## src/rtl/ifetch_unit.sv

```systemverilog
// Instruction fetch unit: owns the PC, fetches words over a req/ack handshake and
// presents each instruction to decode under valid/ready, loading npc on accept.
module ifetch_unit #(
  parameter logic [31:0] RESET_PC = 32'h0000_3000
) (
  input  logic        i_clk,
  input  logic        i_rst_n,
  input  logic [31:0] i_npc,
  output logic        o_imem_req,
  output logic [31:0] o_imem_addr,
  input  logic        i_imem_ack,
  input  logic [31:0] i_imem_rdata,
  output logic        o_if_valid,
  input  logic        i_if_ready,
  output logic [31:0] o_if_pc,
  output logic [31:0] o_if_instr,
  output logic [31:0] o_if_pc4,
  output logic        o_addr_err,
  output logic [31:0] o_inst_cnt
);

  typedef enum logic [1:0] {
    StIdle,
    StFetch,
    StHold,
    StErr
  } state_e;

  state_e      r_state;
  state_e      w_state_nxt;
  logic [31:0] r_pc;
  logic [31:0] w_pc_nxt;
  logic [31:0] r_if_pc;
  logic [31:0] w_if_pc_nxt;
  logic [31:0] r_if_instr;
  logic [31:0] w_if_instr_nxt;
  logic        r_addr_err;
  logic        w_addr_err_nxt;
  logic [31:0] r_inst_cnt;
  logic [31:0] w_inst_cnt_nxt;

  // Reset wins over any ack or accept seen on the same edge.
  always_ff @(posedge i_clk) begin
    if (!i_rst_n) begin
      r_state    <= StIdle;
      r_pc       <= RESET_PC;
      r_if_pc    <= '0;
      r_if_instr <= '0;
      r_addr_err <= 1'b0;
      r_inst_cnt <= '0;
    end else begin
      r_state    <= w_state_nxt;
      r_pc       <= w_pc_nxt;
      r_if_pc    <= w_if_pc_nxt;
      r_if_instr <= w_if_instr_nxt;
      r_addr_err <= w_addr_err_nxt;
      r_inst_cnt <= w_inst_cnt_nxt;
    end
  end

  always_comb begin
    w_state_nxt    = r_state;
    w_pc_nxt       = r_pc;
    w_if_pc_nxt    = r_if_pc;
    w_if_instr_nxt = r_if_instr;
    w_addr_err_nxt = r_addr_err;
    w_inst_cnt_nxt = r_inst_cnt;

    unique case (r_state)
      StIdle: begin
        w_state_nxt = StFetch;
      end
      StFetch: begin
        if (i_imem_ack) begin
          w_if_pc_nxt    = r_pc;
          w_if_instr_nxt = i_imem_rdata;
          w_state_nxt    = StHold;
        end
      end
      StHold: begin
        if (i_if_ready) begin
          w_inst_cnt_nxt = r_inst_cnt + 32'd1;
          // A misaligned target is still loaded so it can be inspected after the trap.
          w_pc_nxt       = i_npc;
          if (i_npc[1:0] != 2'b00) begin
            w_addr_err_nxt = 1'b1;
            w_state_nxt    = StErr;
          end else begin
            w_state_nxt    = StFetch;
          end
        end
      end
      StErr: begin
        w_state_nxt = StErr;
      end
      default: begin
        w_state_nxt = StIdle;
      end
    endcase
  end

  assign o_imem_req  = (r_state == StFetch);
  assign o_imem_addr = r_pc;
  assign o_if_valid  = (r_state == StHold);
  assign o_if_pc     = r_if_pc;
  assign o_if_instr  = r_if_instr;
  assign o_if_pc4    = r_if_pc + 32'd4;
  assign o_addr_err  = r_addr_err;
  assign o_inst_cnt  = r_inst_cnt;

endmodule

```

## config.mk

```make
export PLATFORM = sky130hd
export DESIGN_NAME = ifetch_unit
export DESIGN_NICKNAME = d
export VERILOG_FILES = /design/src/rtl/ifetch_unit.sv
export SDC_FILE = /design/constraint.sdc
export NUM_CORES = 1
export LEC_CHECK = 0
export BUFFER_PORTS_ARGS = -buffer_cell sky130_fd_sc_hd__clkbuf_2
export CELL_PAD_IN_SITES_DETAIL_PLACEMENT = 0
export CELL_PAD_IN_SITES_GLOBAL_PLACEMENT = 1
export CORE_AREA = 5 5 132 134
export CTS_BUF_LIST = sky130_fd_sc_hd__clkbuf_8
export DETAILED_ROUTE_END_ITERATION = 16
export DIE_AREA = 0 0 137 139
export PLACE_DENSITY = 0.78
export SLEW_MARGIN = 20
export SYNTH_ARGS = -nofsm -noshare
export SYNTH_HDL_FRONTEND = slang
export SYNTH_SLANG_ARGS = --single-unit
```

## constraint.sdc

```tcl
create_clock -name i_clk -period 2.4 [get_ports i_clk]
set_clock_uncertainty 0.1 [all_clocks]
set_input_delay 0.48 -clock i_clk [delete_from_list [all_inputs] [get_ports i_clk]]
set_output_delay 0.48 -clock i_clk [all_outputs]
set_load 0.03 [all_outputs]
```

==> impl_metrics.py, run 1 <==
metrics = {
    "outcome": {
        "status": "complete, but fails checks",
        "violations": "setup timing",
    },
    "global_routing": {
        "antenna_found_initial": 1,
        "overflow": 0,
        "grt_max_degree": 66,
        "grt_usage_pct": 18.3,
        "grt_pass1_wl_um": 28200,
        "grt_pass1_vias": 5548,
    },
    "sta": {
        "clock.fmax_mhz": 372,
        "max_slew.worst_pin.slew_ns": 0.523,
        "finalSetupViolCount": 21,
        "hold_viol": 0,
        "rsz0062_at_grt": "true",
        "slew_violations": 0,
        "setup_ws_ns": -0.286,
        "max-slew-margin-rel_pct": 65.1,
        "finalCritPeriodShare_pct": 112,
        "period_minus_slack_ns": 2.69,
    },
    "drt": {
        "totalWireLength_um": 17700,
        "vias": 5743,
        "first_pass_iters": 4,
        "ant_nets": 0,
        "wl_per_cell_um": 14.9,
        "vias_per_cell": 4.83,
        "drt_iter0_markers": 278,
        "post-route-drc-count": 0,
    },
    "floorplanning": {
        "core.rowCount": 47,
        "die_y_um": 139,
        "die_w_um": 137,
        "num_io_pins": 231,
        "die_area_um2": 19000,
        "initial_core_util_pct": 34.0,
        "core-area_um2": 16200,
    },
    "final_layout": {
        "seqCellArea_um2": 2650,
        "final_nets": 1030,
        "most-common-layout-cells": "nand2_1, clkbuf_2, dfxtp_1",
        "fill_cells": 1638,
        "multi_input_area_um2": 2920,
        "final_common_cell": "nand2_1",
        "finish.utilization_pct": 49.5,
        "antennaDiodeCount": 0,
        "syn_to_final_growth_pct": 45.6,
        "drive_above_1_share_pct": 36.8,
        "final_cells": 1190,
    },
    "synthesis": {
        "synthesis.area_um2": 5500,
        "syn-num-nets": 767,
        "yosysWarnings": 0,
        "yosysSeqAreaShare_pct": 47.7,
        "synth_top_area_share_pct": 47.7,
        "syn-instance-count": 697,
        "syn-mean-instance-area_um2": 7.89,
        "synthDistinctLibCells": 37,
        "synth-seq-cells": 131,
        "synth_area_leaders": "dfxtp_1, nand2_1, a21oi_1, xnor2_1, nand4_1",
        "yosysTopAreaCell": "dfxtp_1",
    },
    "setup_path": {
        "endpoint_kind": "primary output",
        "worst-path-buf-inv": 3,
        "worstSetupStartpointType": "flip-flop",
        "cp_top_family": "simple AND/OR/NAND/NOR gates",
        "crit_chain": "nand4_1 -> buf_4 -> nor4_4 -> buf_6 -> nand4_1 -> xnor2_4 -> buf_8",
        "arrival_ns": 2.11,
        "path_common_cell": "nand4_1",
        "cp.required_ns": 1.82,
        "crit_type": "reg -> out",
        "critical-path-max-stage-delay_ns": 0.35,
        "worst_path_max_delay_cell": "dfxtp_4",
        "crit_fanout": 8,
    },
    "pwr": {
        "finalPower_w": 0.00435,
        "p_leak_nw": 3.47,
        "peakVddDrop_mv": 0.297,
        "power_density_nw_per_um2": 544,
    },
    "placed_design": {
        "dp_hpwl_um": 12600,
        "gp_congestion": 0.767,
        "dp_cells": 1147,
        "io_buffers": 230,
    },
    "clock_tree": {
        "clkLatencyLatePin_ns": 0.44,
        "clockBufferDepth": 2,
        "clock-root-buffer": "clkbuf_8",
        "htreeDepth": 4,
        "cts.reportedPaths.clkPinSlew_ns": 0.07,
        "cts_sinks": 131,
        "cts_buffers": 17,
        "cts_tree": "done",
    },
    "min_path": {
        "hold_path.class": "in -> reg",
    },
    "flow_run": {
        "maxCapViolCount": 0,
    },
}
## power by group
part           switching, W  total, W  internal [W]
clock network      0.000820   0.00165      0.000832
logic              0.000299  0.000449      0.000150
registers         0.0000314   0.00225       0.00222
total               0.00115   0.00435       0.00320
## metal layers
layer  GRT usage, %  up-vias  part of all wire [%]
li1               -     2908                     -
met1           23.5     2621                    45
met2           29.3      181                    46
met3           5.62       31                   7.3
met4           5.99        2                   1.9
met5              0        -                 0.045
## cell families (layout without fill, tap and decap cells)
kind of cell             count (synthesis)  after routing  synth area share (%)
multiplexers                             2              2                 0.364
AO/OA/AOI/OAI                          137            137                  13.4
XOR/XNOR                                38             38                  6.05
AND/OR/NAND/NOR                        338            338                  28.4
flip-flops                             131            131                  47.7
adder cells (fa/ha/maj)                  2              2                 0.455
buffers and inverters                   49            322                  3.66
## registers in the layout, indices dropped and copies added (netlist names)
name / count
o_addr_err: 1
o_inst_cnt: 32
o_if_pc: 32
o_if_instr: 32
r_state: 2
o_imem_addr: 32
## metrics by stage
step	instance area, um2	setup TNS (ns)	hold slack [ns]	setup WS, ns
floorplan	5690	0	0.413	0.0176
global placement	7330	0	0.341	0.0567
detailed placement	7330	0	0.345	0.0333
CTS	7940	-3.65	0.114	-0.261
global route	8000	-6.12	0.120	-0.383
finish	8000	-3.73	0.149	-0.286
## cell type report
class	instances	area share, %
flip-flops and latches	131	33.1
multi-input cells	517	36.5
repair buffers	286	22.5
well taps	220	3.44
clock buffers	19	3.27
inverters	7	0.360
clock inverters	10	0.922
## worst min-delay path, delay by kind of cell
family                 cells  cell delay [ns]
buffers and inverters      1             0.07
and+or+nand+nor            2             0.10
## path summary, 6_finish.rpt
kind | start | endpoint | slack, ns | depth (start not counted)
worst max-delay path | o_if_pc[6] | o_if_pc4[21] | -0.29 | 7
worst min-delay path | i_npc[12] | o_imem_addr[12] | 0.15 | 3
worst max register to register | o_inst_cnt[0] | o_inst_cnt[28] | 0.20 | 6
worst min register to register | o_if_instr[4] | o_if_instr[4] | 0.35 | 2
## synth_stat cells, drive strengths merged
library cell and count:
mux2i 2, or3 4, and4b 1, xnor2 26
o311a 1, or2 1, o31ai 15, a31o 1
nor4b 1, inv 7, nand3 21, and3b 1
nand4 21, nand2 221, and4 10, or4 16
and2b 1, o21a 1, dfxtp 131, nand4b 1
nand2b 2, clkbuf 34, and3 9, xor2 12
buf 8, nor2 16, nor4 4, nor3 3
and2 5, o21ai 4, ha 2, a21oi 115
## timing repair
| item | 4_1_cts | 5_1_grt |
|---|---|---|
| pin swaps | 13 | 17 |
| hold buffers | 0 | 0 |
| setup buffers | 8 | 7 |
| resized for setup | 51 | 17 |
| gates cloned | 0 | 0 |
| endpoints found under the setup margin | 22 | 23 |
Note: power is estimated with default switching activity, not from simulation.
==> run 2, diff against run 1 <==
CORE_AREA = 5 5 155 157   (was 5 5 132 134)
DIE_AREA = 0 0 160 162   (was 0 0 137 139)
PLACE_DENSITY = 0.59   (was 0.78)
SLEW_MARGIN = not set   (was 20)
clock period = 3.31 ns   (was 2.4 ns; I/O delays follow)
==> run 2 against run 1 <==
The run now ends clean. Sequential power decreased by 27%. Utilization decreased by 17 points. Design area decreased by 8.2%. Register-to-register slack improved by 0.70 ns. Hold slack improved by 0.19 ns. Die area increased by 36%. Critical path depth decreased by 1. Sequential share of layout area increased by 2.6 points. First-iteration DRC count decreased by 23%. Count of clock-buffer cells in the layout unchanged.
==> impl_metrics.py, run 2 (synthesized netlist as in run 1, its figures left out) <==
metrics = {
    "final_layout": {
        "fill_cells": 2501,
        "drive_above_1_share_pct": 30.1,
        "final_cells": 1213,
        "final_nets": 985,
        "antennaDiodeCount": 0,
        "most-common-layout-cells": "clkbuf_2, nand2_1, dfxtp_1",
        "syn_to_final_growth_pct": 33.7,
        "seqCellArea_um2": 2620,
        "multi_input_area_um2": 2690,
        "final_common_cell": "clkbuf_2",
    },
    "global_routing": {
        "grt_usage_pct": 14.0,
        "antenna_found_initial": 0,
        "overflow": 0,
        "grt_max_degree": 59,
        "grt_pass1_wl_um": 29600,
        "grt_pass1_vias": 5387,
    },
    "drt": {
        "first_pass_iters": 4,
        "post-route-drc-count": 0,
        "vias_per_cell": 4.56,
        "ant_nets": 0,
        "vias": 5534,
        "drt_iter0_markers": 215,
        "totalWireLength_um": 18700,
        "wl_per_cell_um": 15.4,
    },
    "clock_tree": {
        "clkLatencyLatePin_ns": 0.44,
        "cts_setup_buffers": 0,
        "clock-root-buffer": "clkbuf_8",
        "cts.reportedPaths.clkPinSlew_ns": 0.08,
        "htreeDepth": 4,
        "cts_hold_buf": 0,
        "ctsResizeCount": 0,
        "cts_buffers": 17,
        "cts_tree": "done",
        "clockBufferDepth": 2,
        "cts_sinks": 131,
    },
    "floorplanning": {
        "die_area_um2": 25900,
        "core.rowCount": 55,
        "initial_core_util_pct": 24.6,
        "die_w_um": 160,
        "num_io_pins": 231,
        "core-area_um2": 22400,
        "die_y_um": 162,
    },
    "setup_path": {
        "worst_path_max_delay_cell": "dfxtp_1",
        "cp.required_ns": 2.55,
        "crit_chain": "nand4_1 -> nor4_1 -> buf_4 -> nand3_1 -> xnor2_1 -> clkbuf_2",
        "critical-path-max-stage-delay_ns": 0.45,
        "worst-path-buf-inv": 2,
        "endpoint_kind": "primary output",
        "crit_type": "reg -> out",
        "cp_top_family": "simple AND/OR/NAND/NOR gates",
        "worstSetupStartpointType": "flip-flop",
        "crit_fanout": 8,
        "arrival_ns": 2.22,
    },
    "sta": {
        "hold_viol": 0,
        "period_minus_slack_ns": 2.98,
        "setup_ws_ns": 0.332,
        "finalSetupViolCount": 0,
        "slew_violations": 0,
        "max-slew-margin-rel_pct": 56.4,
        "fin_setup_tns_ns": 0,
        "rsz0062_at_grt": "false",
        "clock.fmax_mhz": 336,
        "finalCritPeriodShare_pct": 90.0,
        "max_slew.worst_pin.slew_ns": 0.654,
    },
    "pwr": {
        "power_density_nw_per_um2": 451,
        "peakVddDrop_mv": 0.201,
        "p_leak_nw": 3.03,
    },
    "placed_design": {
        "gp_congestion": 0.762,
        "dp_hpwl_um": 13500,
        "place_ws_ns": 0.588,
        "io_buffers": 230,
        "dp_cells": 1181,
    },
    "flow_run": {
        "maxCapViolCount": 0,
    },
    "min_path": {
        "hold_path.class": "in -> reg",
    },
    "outcome": {
        "status": "complete, no violations",
    },
}
[run 2: metal layers]
layer	share of wire, %	global-route usage (%)	vias to the layer above
met5	0	0	-
met4	1.3	4.38	0
li1	-	-	2826
met2	46	22.9	146
met1	46	17.7	2546
met3	6.6	4.59	16
[run 2: stage by stage]
step / total power [W] / cell area, um2 / hold WS [ns] / util (%)
after floorplan: 0.00185 / 5500 / 0.413 / -
after global placement: 0.00199 / 6950 / 0.342 / 31.1
after detailed placement: 0.00199 / 6950 / 0.348 / 31.1
after CTS: 0.00338 / 7350 / 0.287 / 32.9
after global routing: 0.00347 / 7350 / 0.302 / 32.9
final: 0.00332 / 7350 / 0.335 / 32.9
[run 2: worst reg2reg max path: stages, from the launching register on]
cell and delay (ns):
dfxtp_1 0.40, ha_1 0.22, nand2_1 0.11, or4_1 0.79
or4_1 0.59, a21oi_1 0.15
[run 2: worst paths after layout]
check | slack, ns | end | from | cells after the start
setup reg to reg | 0.90 | o_inst_cnt[28] | o_inst_cnt[0] | 5
hold / removal | 0.34 | o_if_instr[12] | i_imem_rdata[12] | 3
hold reg to reg | 0.35 | o_if_instr[10] | o_if_instr[10] | 2
setup / recovery | 0.33 | o_if_pc4[23] | o_if_pc[9] | 6
[run 2: cell type report]
type | instances | area share, %
clock inverters | 13 | 1.84
clock buffers | 19 | 3.56
inverters | 7 | 0.392
flip-flops and latches | 131 | 35.7
well taps | 285 | 4.85
repair buffers | 241 | 17.1
multi-input cells | 517 | 36.6
[run 2: power by group]
| group | switching, W | internal [W] |
|---|---|---|
| sequential | 0.0000280 | 0.00161 |
| clock | 0.000667 | 0.000708 |
| combinational | 0.000211 | 0.0000921 |
